File: src/rtl/uart_pkg.sv
// Shared definitions for the UART transmit path.
//   - state encoding for the drain FSM (3-bit, legacy-compatible constants)
//   - default bit period in clock cycles
//   - even-parity helper
// Optional feature macro: UART_TX_PARITY_EN (adds the PARITY state to the frame).
package uart_pkg;

  localparam int STATE_W              = 3;
  localparam int CLKS_PER_BIT_DEFAULT = 16;

  typedef logic [STATE_W-1:0] state_t;

  localparam state_t ST_IDLE   = 3'd0;
  localparam state_t ST_FETCH  = 3'd1;
  localparam state_t ST_START  = 3'd2;
  localparam state_t ST_DATA   = 3'd3;
  localparam state_t ST_PARITY = 3'd4;
  localparam state_t ST_STOP   = 3'd5;

  // Even parity: the extra bit makes the total count of ones even.
  function automatic logic even_parity(input logic [7:0] d);
    return ^d;
  endfunction

endpackage

File: src/rtl/uart_bit_timer.sv
// Bit-period timer for the UART transmitter.
// Counts 0..CLKS_PER_BIT-1 and wraps; tick is high during the last count.
// Ports:
//   clock  in  rising-edge clock
//   reset  in  asynchronous active-high reset (count -> 0)
//   clear  in  synchronous restart of the count at 0 on the next edge
//   tick   out high while count == CLKS_PER_BIT-1
module uart_bit_timer #(
  parameter int CLKS_PER_BIT = 16
) (
  input  logic clock,
  input  logic reset,
  input  logic clear,
  output logic tick
);

  logic [15:0] count;

  assign tick = (count == 16'(CLKS_PER_BIT - 1));

  always_ff @(posedge clock or posedge reset) begin
    if (reset) begin
      count <= 16'd0;
    end else if (clear || tick) begin
      count <= 16'd0;
    end else begin
      count <= count + 16'd1;
    end
  end

endmodule

File: src/rtl/uart_tx_drain.sv
// UART transmitter that drains an upstream 8-bit FIFO.
// Whenever the FIFO is non-empty and the transmitter is idle it pops one
// byte and sends it as an 8N1 frame (8E1 when UART_TX_PARITY_EN is defined).
//
// Upstream handshake: read is a one-cycle pop strobe, raised only in IDLE
// while empty is low; the FIFO presents the popped byte on datain in the
// following cycle (FETCH), which is the only cycle datain is sampled.
//
// Ports:
//   clock      in   rising-edge system clock
//   reset      in   asynchronous active-high reset (aborts any frame)
//   empty      in   upstream FIFO empty flag
//   datain     in   upstream FIFO read data (registered in the FIFO)
//   read       out  pop request, combinational from state/empty
//   tx         out  registered serial line, idle high
//   busy       out  high in every state except IDLE
//   dbg_state  out  current FSM state (uart_pkg encoding)
// Optional feature macro: UART_TX_PARITY_EN.
module uart_tx_drain
  import uart_pkg::*;
#(
  parameter int CLKS_PER_BIT = CLKS_PER_BIT_DEFAULT
) (
  input  logic               clock,
  input  logic               reset,
  input  logic               empty,
  input  logic [7:0]         datain,
  output logic               read,
  output logic               tx,
  output logic               busy,
  output logic [STATE_W-1:0] dbg_state
);

  state_t     state, state_next;
  logic [2:0] bit_idx, bit_idx_next;
  logic [7:0] shreg, shreg_next;
  logic       tx_next;
  logic       tick;
  logic       timer_clear;
  logic       parity_q;

  // The timer restarts on every state change so each state spans exactly
  // CLKS_PER_BIT cycles; it is also held at 0 while idle.
  assign timer_clear = (state_next != state) || (state == ST_IDLE);

  uart_bit_timer #(
    .CLKS_PER_BIT(CLKS_PER_BIT)
  ) u_timer (
    .clock(clock),
    .reset(reset),
    .clear(timer_clear),
    .tick (tick)
  );

  assign read      = (state == ST_IDLE) && !empty && !reset;
  assign busy      = (state != ST_IDLE);
  assign dbg_state = state;

  always_comb begin
    state_next   = state;
    bit_idx_next = bit_idx;
    shreg_next   = shreg;
    case (state)
      ST_IDLE: begin
        if (!empty) state_next = ST_FETCH;
      end
      ST_FETCH: begin
        shreg_next = datain;
        state_next = ST_START;
      end
      ST_START: begin
        if (tick) state_next = ST_DATA;
      end
      ST_DATA: begin
        if (tick) begin
          shreg_next   = {1'b0, shreg[7:1]};
          // 3-bit index wraps 7 -> 0 as the last data bit completes.
          bit_idx_next = bit_idx + 3'd1;
          if (bit_idx == 3'd7) begin
`ifdef UART_TX_PARITY_EN
            state_next = ST_PARITY;
`else
            state_next = ST_STOP;
`endif
          end
        end
      end
`ifdef UART_TX_PARITY_EN
      ST_PARITY: begin
        if (tick) state_next = ST_STOP;
      end
`endif
      ST_STOP: begin
        if (tick) state_next = ST_IDLE;
      end
      default: begin
        state_next = ST_IDLE;
      end
    endcase
  end

  // tx is computed from the next state so the registered line changes on
  // the same edge as the state, with no extra cycle of lag.
  always_comb begin
    tx_next = 1'b1;
    case (state_next)
      ST_START:  tx_next = 1'b0;
      ST_DATA:   tx_next = shreg_next[0];
      ST_PARITY: tx_next = parity_q;
      default:   tx_next = 1'b1;
    endcase
  end

  always_ff @(posedge clock or posedge reset) begin
    if (reset) begin
      state   <= ST_IDLE;
      bit_idx <= 3'd0;
      shreg   <= 8'd0;
      tx      <= 1'b1;
    end else begin
      state   <= state_next;
      bit_idx <= bit_idx_next;
      shreg   <= shreg_next;
      tx      <= tx_next;
    end
  end

`ifdef UART_TX_PARITY_EN
  always_ff @(posedge clock or posedge reset) begin
    if (reset) begin
      parity_q <= 1'b0;
    end else if (state == ST_FETCH) begin
      parity_q <= even_parity(datain);
    end
  end
`else
  assign parity_q = 1'b0;
`endif

endmodule

File: config.mk
export PLATFORM = sky130hd
export DESIGN_NAME = uart_tx_drain
export DESIGN_NICKNAME = d
export VERILOG_FILES = /design/src/rtl/uart_pkg.sv /design/src/rtl/uart_bit_timer.sv /design/src/rtl/uart_tx_drain.sv
export SDC_FILE = /design/constraint.sdc
export NUM_CORES = 1
export LEC_CHECK = 0
export BUFFER_PORTS_ARGS = -buffer_cell sky130_fd_sc_hd__buf_4
export CAP_MARGIN = 30
export CORE_AREA = 2 2 59 61
export CTS_CLUSTER_DIAMETER = 80
export DETAILED_ROUTE_END_ITERATION = 8
export DIE_AREA = 0 0 61 63
export PLACE_DENSITY = 0.72
export SLEW_MARGIN = 30
export SYNTH_ARGS = -nofsm -noshare
export SYNTH_HDL_FRONTEND = slang
export SYNTH_HIERARCHICAL = 1
export SYNTH_SLANG_ARGS = --single-unit
File: constraint.sdc
create_clock -name clock -period 3.8 [get_ports clock]
set_input_delay 0.76 -clock clock [delete_from_list [all_inputs] [get_ports clock]]
set_output_delay 0.76 -clock clock [all_outputs]
set_load 0.05 [all_outputs]
==> results.ini, run 1 <==
[status]
run_status=completed

[yosys]
ys_warn_count=6
ys_ff_latch=31
syn_nets=161
yosysUniqueCellTypes=36
syn_area_mm2=0.00154
syn_area_per_cell_um2=10.5
synthCells=147
ys_seq_area_frac=0.504

[layout]
area_growth_syn_to_layout_pct=11.5
fillers=316
final_util=0.532
diodes=0
nNetsFinal=179
fin_cells=212
drive_gt1_frac=0.193

[routing]
maxUsedRoutingLayer=met4
drc=0
drtIter0Drc=45
detailroute.via_count=1089
ant_nets=0
wl_met2_um=1290
firstDrtPassIters=4
dr_wl_met3_um=131
wl_met1_um=1190
routedWlPerCell_um=12.5
vias_per_cell=5.14
routed_wl_um=2660

[sta]
finalSetupViolCount=0
worst_slew_pin_slew_ns=0.603
tns_ns=0
layout_min_cycle_time_ns=2.62
fin_ws_ns=1.18
max_freq_mhz=382
maxSlewHeadroom=0.595
finalCritPeriodShare=0.689
rsz0062_at_grt=false
hold_viol=0
report.final.slew_viol_count=0
clock_skew_ns=0.0112

[grt]
grt_usage=0.156
grt-ovfl-total=0
grt_pass1_vias=1004
grt_pass1_wl_um=4420
antenna_found_initial=0
grt_max_degree=17

[setup_path]
cp.depth=5
max_stage_delay_ns=0.58
crit_slowest_cell=nor4_2
critPathLaunch=u_timer/count[12]
path_max_fanout=10
start_kind=flip-flop
rrSetupSlack_ns=1.18
cp_top_family=simple AND/OR/NAND/NOR gates
ff2ff_path_depth=5
critPathBufInv=0
r2r-start=u_timer/count[12]
crit_type=flip-flop to flip-flop
r2r_end=bit_idx[2]
endpoint_kind=flip-flop
critPathRequiredTime_ns=4.02
crit_end=bit_idx[2]
critical_path.cell_chain=or4_1 > nor4_2 > nand2_1 > nor2_2 > mux2_2
crit_arrival_ns=2.84

[placed_design]
globalplace.congestion=0.812
buffer_ports.inserted=16
post-place-cells=204
dp_hpwl_um=1910
post-place-ws_ns=1.19

[clock_network]
path_clk_slew_ns=0.10
cts_tree=built
cts_buffer_depth=2
cts_max_level=2
cts.sinks=31
numCtsBuffers=5
ctsRootBufferMaster=clkbuf_4
cts_hold_buf=0
post_cts_buffers=0
clkLatencyLatePin_ns=0.33
cts_resized=0

[floorplanning]
die_h_um=63
start_util=0.477
dieArea_mm2=0.00384
core_mm2=0.00323
num_rows=21
ios=17
die_x_um=61

[pwr]
powerDensity_mw_per_mm2=315
p_leak_uw=0.000815
power.internal_uw=415
p_switching_uw=126
p_seq_frac=0.621
p_total_uw=541
clkPwrFrac=0.339
combPwrFrac=0.040
sw_frac_of_total=0.232
ir_drop_mv=0.225

[flow_run]
maxCapViolations=0

[worst_hold_path]
hp-class=input pin to async pin

-- layout by cell type (no fill, tap or decap), types with 2 or more instances in the layout --
master / instances
xnor2_1: 13
nor2_2: 2
dfrtp_1: 30
clkbuf_4: 5
o21ai_0: 2
inv_1: 6
a21o_1: 6
nor3b_1: 2
mux2_2: 2
a22o_1: 7
ha_1: 3
nand3_1: 6
or4_1: 3
nor4_1: 3
nor2_1: 26
buf_4: 16
nand2_1: 7
nand4_1: 3
nor3_1: 4
xor2_1: 2
-- worst reg2reg max path, delay by kind of cell (launching register included) --
| family | cells | cell delay, ns |
|---|---|---|
| flip-flops | 1 | 0.44 |
| AND/OR/NAND/NOR | 4 | 1.68 |
| multiplexers | 1 | 0.39 |
-- per-layer routing --
layer  track usage  vias to the layer above
li1              -                      544
met4        0.0571                        0
met2         0.235                       19
met5             0                        -
met1         0.192                      522
met3        0.0745                        4
-- synthesized netlist by cell type --
cell / count / area share
a211o_1: 1 / 0.0057
nor4_2: 1 / 0.0081
nand4_1: 3 / 0.012
nor4_1: 3 / 0.012
nand2b_4: 1 / 0.0089
dfrtp_1: 30 / 0.49
nor2_2: 2 / 0.0081
buf_8: 1 / 0.0097
a21oi_1: 1 / 0.0032
o22ai_1: 1 / 0.0041
or4_4: 1 / 0.0073
or4_1: 3 / 0.015
a22o_1: 7 / 0.040
a31o_2: 1 / 0.0057
nand3_1: 6 / 0.019
inv_1: 6 / 0.015
nand2b_1: 1 / 0.0041
or3_1: 1 / 0.0041
buf_2: 1 / 0.0032
nand2_1: 7 / 0.017
mux2_2: 2 / 0.015
a221o_1: 1 / 0.0065
buf_6: 3 / 0.022
o21ai_0: 2 / 0.0065
ha_1: 3 / 0.024
or2_1: 1 / 0.0041
a21o_1: 6 / 0.029
nor2_1: 26 / 0.063
mux2i_1: 1 / 0.0065
nand3b_1: 1 / 0.0049
nor3b_1: 2 / 0.0097
and2_1: 1 / 0.0041
xor2_1: 2 / 0.011
nor3_1: 4 / 0.013
dfstp_2: 1 / 0.017
xnor2_1: 13 / 0.074
-- worst min path at each step --
stage                           from         end  slack (ns)
after detailed placement    shreg[3]    shreg[3]        0.47
after CTS                 bit_idx[0]  bit_idx[0]        0.49
after floorplan           bit_idx[0]  bit_idx[0]        0.45
after global placement    bit_idx[0]  bit_idx[0]        0.46
after global routing      bit_idx[0]  bit_idx[0]        0.49
final                          reset    shreg[3]        0.48
-- metrics by stage --
stage / hold slack (ns) / area [µm²]
5_1_grt: 0.494 / 1720
6_report: 0.482 / 1720
2_1_floorplan: 0.448 / 1540
3_5_place_dp: 0.470 / 1670
4_1_cts: 0.488 / 1720
3_3_place_gp: 0.464 / 1670
-- power by group through the flow --
| stage | logic (µW) | registers (µW) | clock network, µW |
|---|---|---|---|
| 2_1_floorplan | 8.89 | 344 | 0 |
| 3_3_place_gp | 21.8 | 342 | 0 |
| 3_5_place_dp | 22.3 | 342 | 0 |
| 4_1_cts | 22.5 | 336 | 191 |
| 5_1_grt | 24.3 | 336 | 210 |
| 6_report | 21.7 | 336 | 183 |
-- cells by family (layout without fill, tap and decap cells) --
family          count (synthesis)  after routing  share of synthesized area
mux                             3              3                     0.0211
buf+inv                        11             30                     0.0495
xor+xnor                       15             15                     0.0852
compound gates                 20             20                      0.101
simple gates                   64             64                      0.215
flops                          31             31                      0.504
fa+ha+maj                       3              3                     0.0244
-- registers in the layout, summed over array words and instances (netlist names) --
name and flops:
u_timer/count 16, shreg 8, bit_idx 3, dbg_state 3, tx 1
-- cell type report --
type	instances	area [µm²]	area share
Sequential cell	31	777	0.452
Inverter	6	22.5	0.0131
Tap cell	46	57.6	0.0335
Multi-Input combinational cell	105	688	0.400
Clock buffer	6	41.3	0.0240
Timing Repair Buffer	16	120	0.0699
Clock inverter	2	12.5	0.00728
(Power assumes the default switching activity.)
==> run 2, diff against run 1 <==
==> constraint.sdc (replaced) <==
create_clock -name clock -period 2.65 [get_ports clock]
set_input_delay 0.53 -clock clock [delete_from_list [all_inputs] [get_ports clock]]
set_output_delay 0.53 -clock clock [all_outputs]
set_load 0.05 [all_outputs]
==> run 2 against run 1 <==
Effect of this change: total power rose by 41%; via count increased by 3.3%; combinational power is 41% higher; non-clock buffer count up 2; wire length grew 5.5%; hold slack got worse by 0.22 ns; critical path type unchanged; critical endpoint is now u_timer/count[14].
==> results.ini, run 2 (same netlist as run 1, synthesis figures left out) <==
[routing]
detailroute.via_count=1125  ; +3.3%
firstDrtPassIters=4  ; unchanged
routedWlPerCell_um=13.1  ; +4.5%
routed_wl_um=2800  ; +5.5%
drc=0  ; unchanged
ant_nets=0  ; unchanged
drtIter0Drc=96  ; +110%
vias_per_cell=5.26  ; +2.3%

[sta]
hold_viol=0  ; unchanged
finalCritPeriodShare=0.886  ; +0.197
rsz0062_at_grt=false
maxSlewHeadroom=0.605  ; +0.0106
clock_skew_ns=0.00769  ; -0.00354 ns
layout_min_cycle_time_ns=2.35  ; -0.272 ns
worst_slew_pin_slew_ns=0.591  ; -0.0116 ns
max_freq_mhz=426  ; +12%
tns_ns=0  ; unchanged
report.final.slew_viol_count=0  ; unchanged
finalSetupViolCount=0  ; unchanged

[grt]
grt-ovfl-total=0  ; unchanged
grt_usage=0.172  ; +0.0157
grt_pass1_vias=1137  ; +13%
antenna_found_initial=0  ; unchanged
grt_pass1_wl_um=4890  ; +11%
grt_max_degree=17  ; unchanged

[floorplanning]
start_util=0.477  ; unchanged
core_mm2=0.00323  ; unchanged
die_x_um=61  ; unchanged
dieArea_mm2=0.00384  ; unchanged
ios=17  ; unchanged
die_h_um=63  ; unchanged
num_rows=21  ; unchanged

[pwr]
power.internal_uw=599  ; +44%
p_switching_uw=162  ; +29%
ir_drop_mv=0.313  ; +39%
p_total_uw=761  ; +41%
powerDensity_mw_per_mm2=440  ; +40%
sw_frac_of_total=0.213  ; -0.0192
clkPwrFrac=0.327  ; -0.012
p_leak_uw=0.000825  ; +1.1%
combPwrFrac=0.040  ; about the same
p_seq_frac=0.633  ; +0.012

[setup_path]
max_stage_delay_ns=0.60  ; +0.02 ns
crit_type=flip-flop to flip-flop
cp_top_family=simple AND/OR/NAND/NOR gates
crit_arrival_ns=2.54  ; -0.30 ns
endpoint_kind=flip-flop
cp.depth=7  ; +2
r2r-start=u_timer/count[12]
critical_path.cell_chain=or4_1 > nor4_2 > buf_4 > a21oi_1 > nor2_1 > or2_1 > nor2_1
start_kind=flip-flop
ff2ff_path_depth=7  ; +2
rrSetupSlack_ns=0.30  ; -0.88 ns
critPathBufInv=1  ; +1
critPathRequiredTime_ns=2.85  ; -1.17 ns
cpMostUsedCell=nor2_1
path_max_fanout=15  ; +5
r2r_end=u_timer/count[14]
crit_slowest_cell=or4_1

[flow_run]
maxCapViolations=0  ; unchanged

[clock_network]
cts.sinks=31  ; unchanged
cts_hold_buf=0  ; unchanged
ctsRootBufferMaster=clkbuf_4
clkLatencyLatePin_ns=0.33  ; about the same
numCtsBuffers=5  ; unchanged
cts_buffer_depth=2  ; unchanged
cts_max_level=2  ; unchanged
cts_tree=built
cts_resized=0  ; unchanged
post_cts_buffers=0  ; unchanged
path_clk_slew_ns=0.08  ; -0.02 ns

[layout]
final_common_cell=dfrtp_1
top_register=u_timer/count
area_growth_syn_to_layout_pct=12.2
fillers=314  ; -0.63%
diodes=0  ; unchanged
nNetsFinal=181  ; +1.1%
drive_gt1_frac=0.190  ; -0.00229
largest_register_ffs=16  ; unchanged
multi_input_area_um2=688  ; unchanged
final_area_mm2=0.00173  ; +0.58%
seqCellArea_um2=777  ; unchanged
layout_common_cells=dfrtp_1 (30), nor2_1 (26), buf_4 (18)
largestRegisters=u_timer/count: 16 flops, shreg: 8 flops

[worst_hold_path]
hp-class=input pin to async pin

[placed_design]
dp_hpwl_um=2090  ; +9.8%
buffer_ports.inserted=16  ; unchanged
globalplace.congestion=0.773  ; -4.8%
place_area_mm2=0.00168  ; +0.90%

[status]
run_status=completed

==> run 2: changes by cell type in the layout (fill, tap and decap cells not counted), sizes merged <==
cell      previous run  this run
clkinvlp             1         0
clkinv               1         0
clkbuf               6         8
buf                 16        18
==> run 2: power groups by stage <==
| stage | clock network (µW) | registers [µW] | logic (µW) |
|---|---|---|---|
| finish | 249 | 481 | 30.5 |
| global route | 282 | 482 | 34.8 |
| CTS | 264 | 481 | 31.8 |
| detailed placement | 0 | 491 | 31.7 |
| global placement | 0 | 491 | 31.0 |
| floorplan | 0 | 493 | 12.7 |
==> run 2: worst max path at each step <==
stage               slack [ns]                end              start
global route              0.07   u_timer/count[8]  u_timer/count[12]
detailed placement        0.29  u_timer/count[14]  u_timer/count[12]
global placement          0.38   u_timer/count[6]  u_timer/count[12]
floorplan                 0.18               read       dbg_state[0]
CTS                       0.28   u_timer/count[7]  u_timer/count[12]
finish                    0.30  u_timer/count[14]  u_timer/count[12]
==> run 2: routing by layer <==
metal / track usage / part of all wire
met1: 0.197 / 0.42
met2: 0.284 / 0.51
met3: 0.0580 / 0.048
met4: 0.0734 / 0.024
met5: 0 / 0
==> run 2: cell type report <==
class / instances / area share
inverters: 6 / 0.0130
clock buffers: 8 / 0.0282
multi-input cells: 105 / 0.398
flip-flops and latches: 31 / 0.449
repair buffers: 18 / 0.0781
well taps: 46 / 0.0333
==> run 2: through the flow <==
step	utilization	worst slack [ns]	hold slack, ns	instances
floorplan	-	0.182	0.431	147
global placement	0.520	0.380	0.460	206
detailed placement	0.520	0.286	0.467	206
CTS	0.535	0.275	0.273	214
global route	0.535	0.0674	0.306	214
finish	0.535	0.302	0.266	214
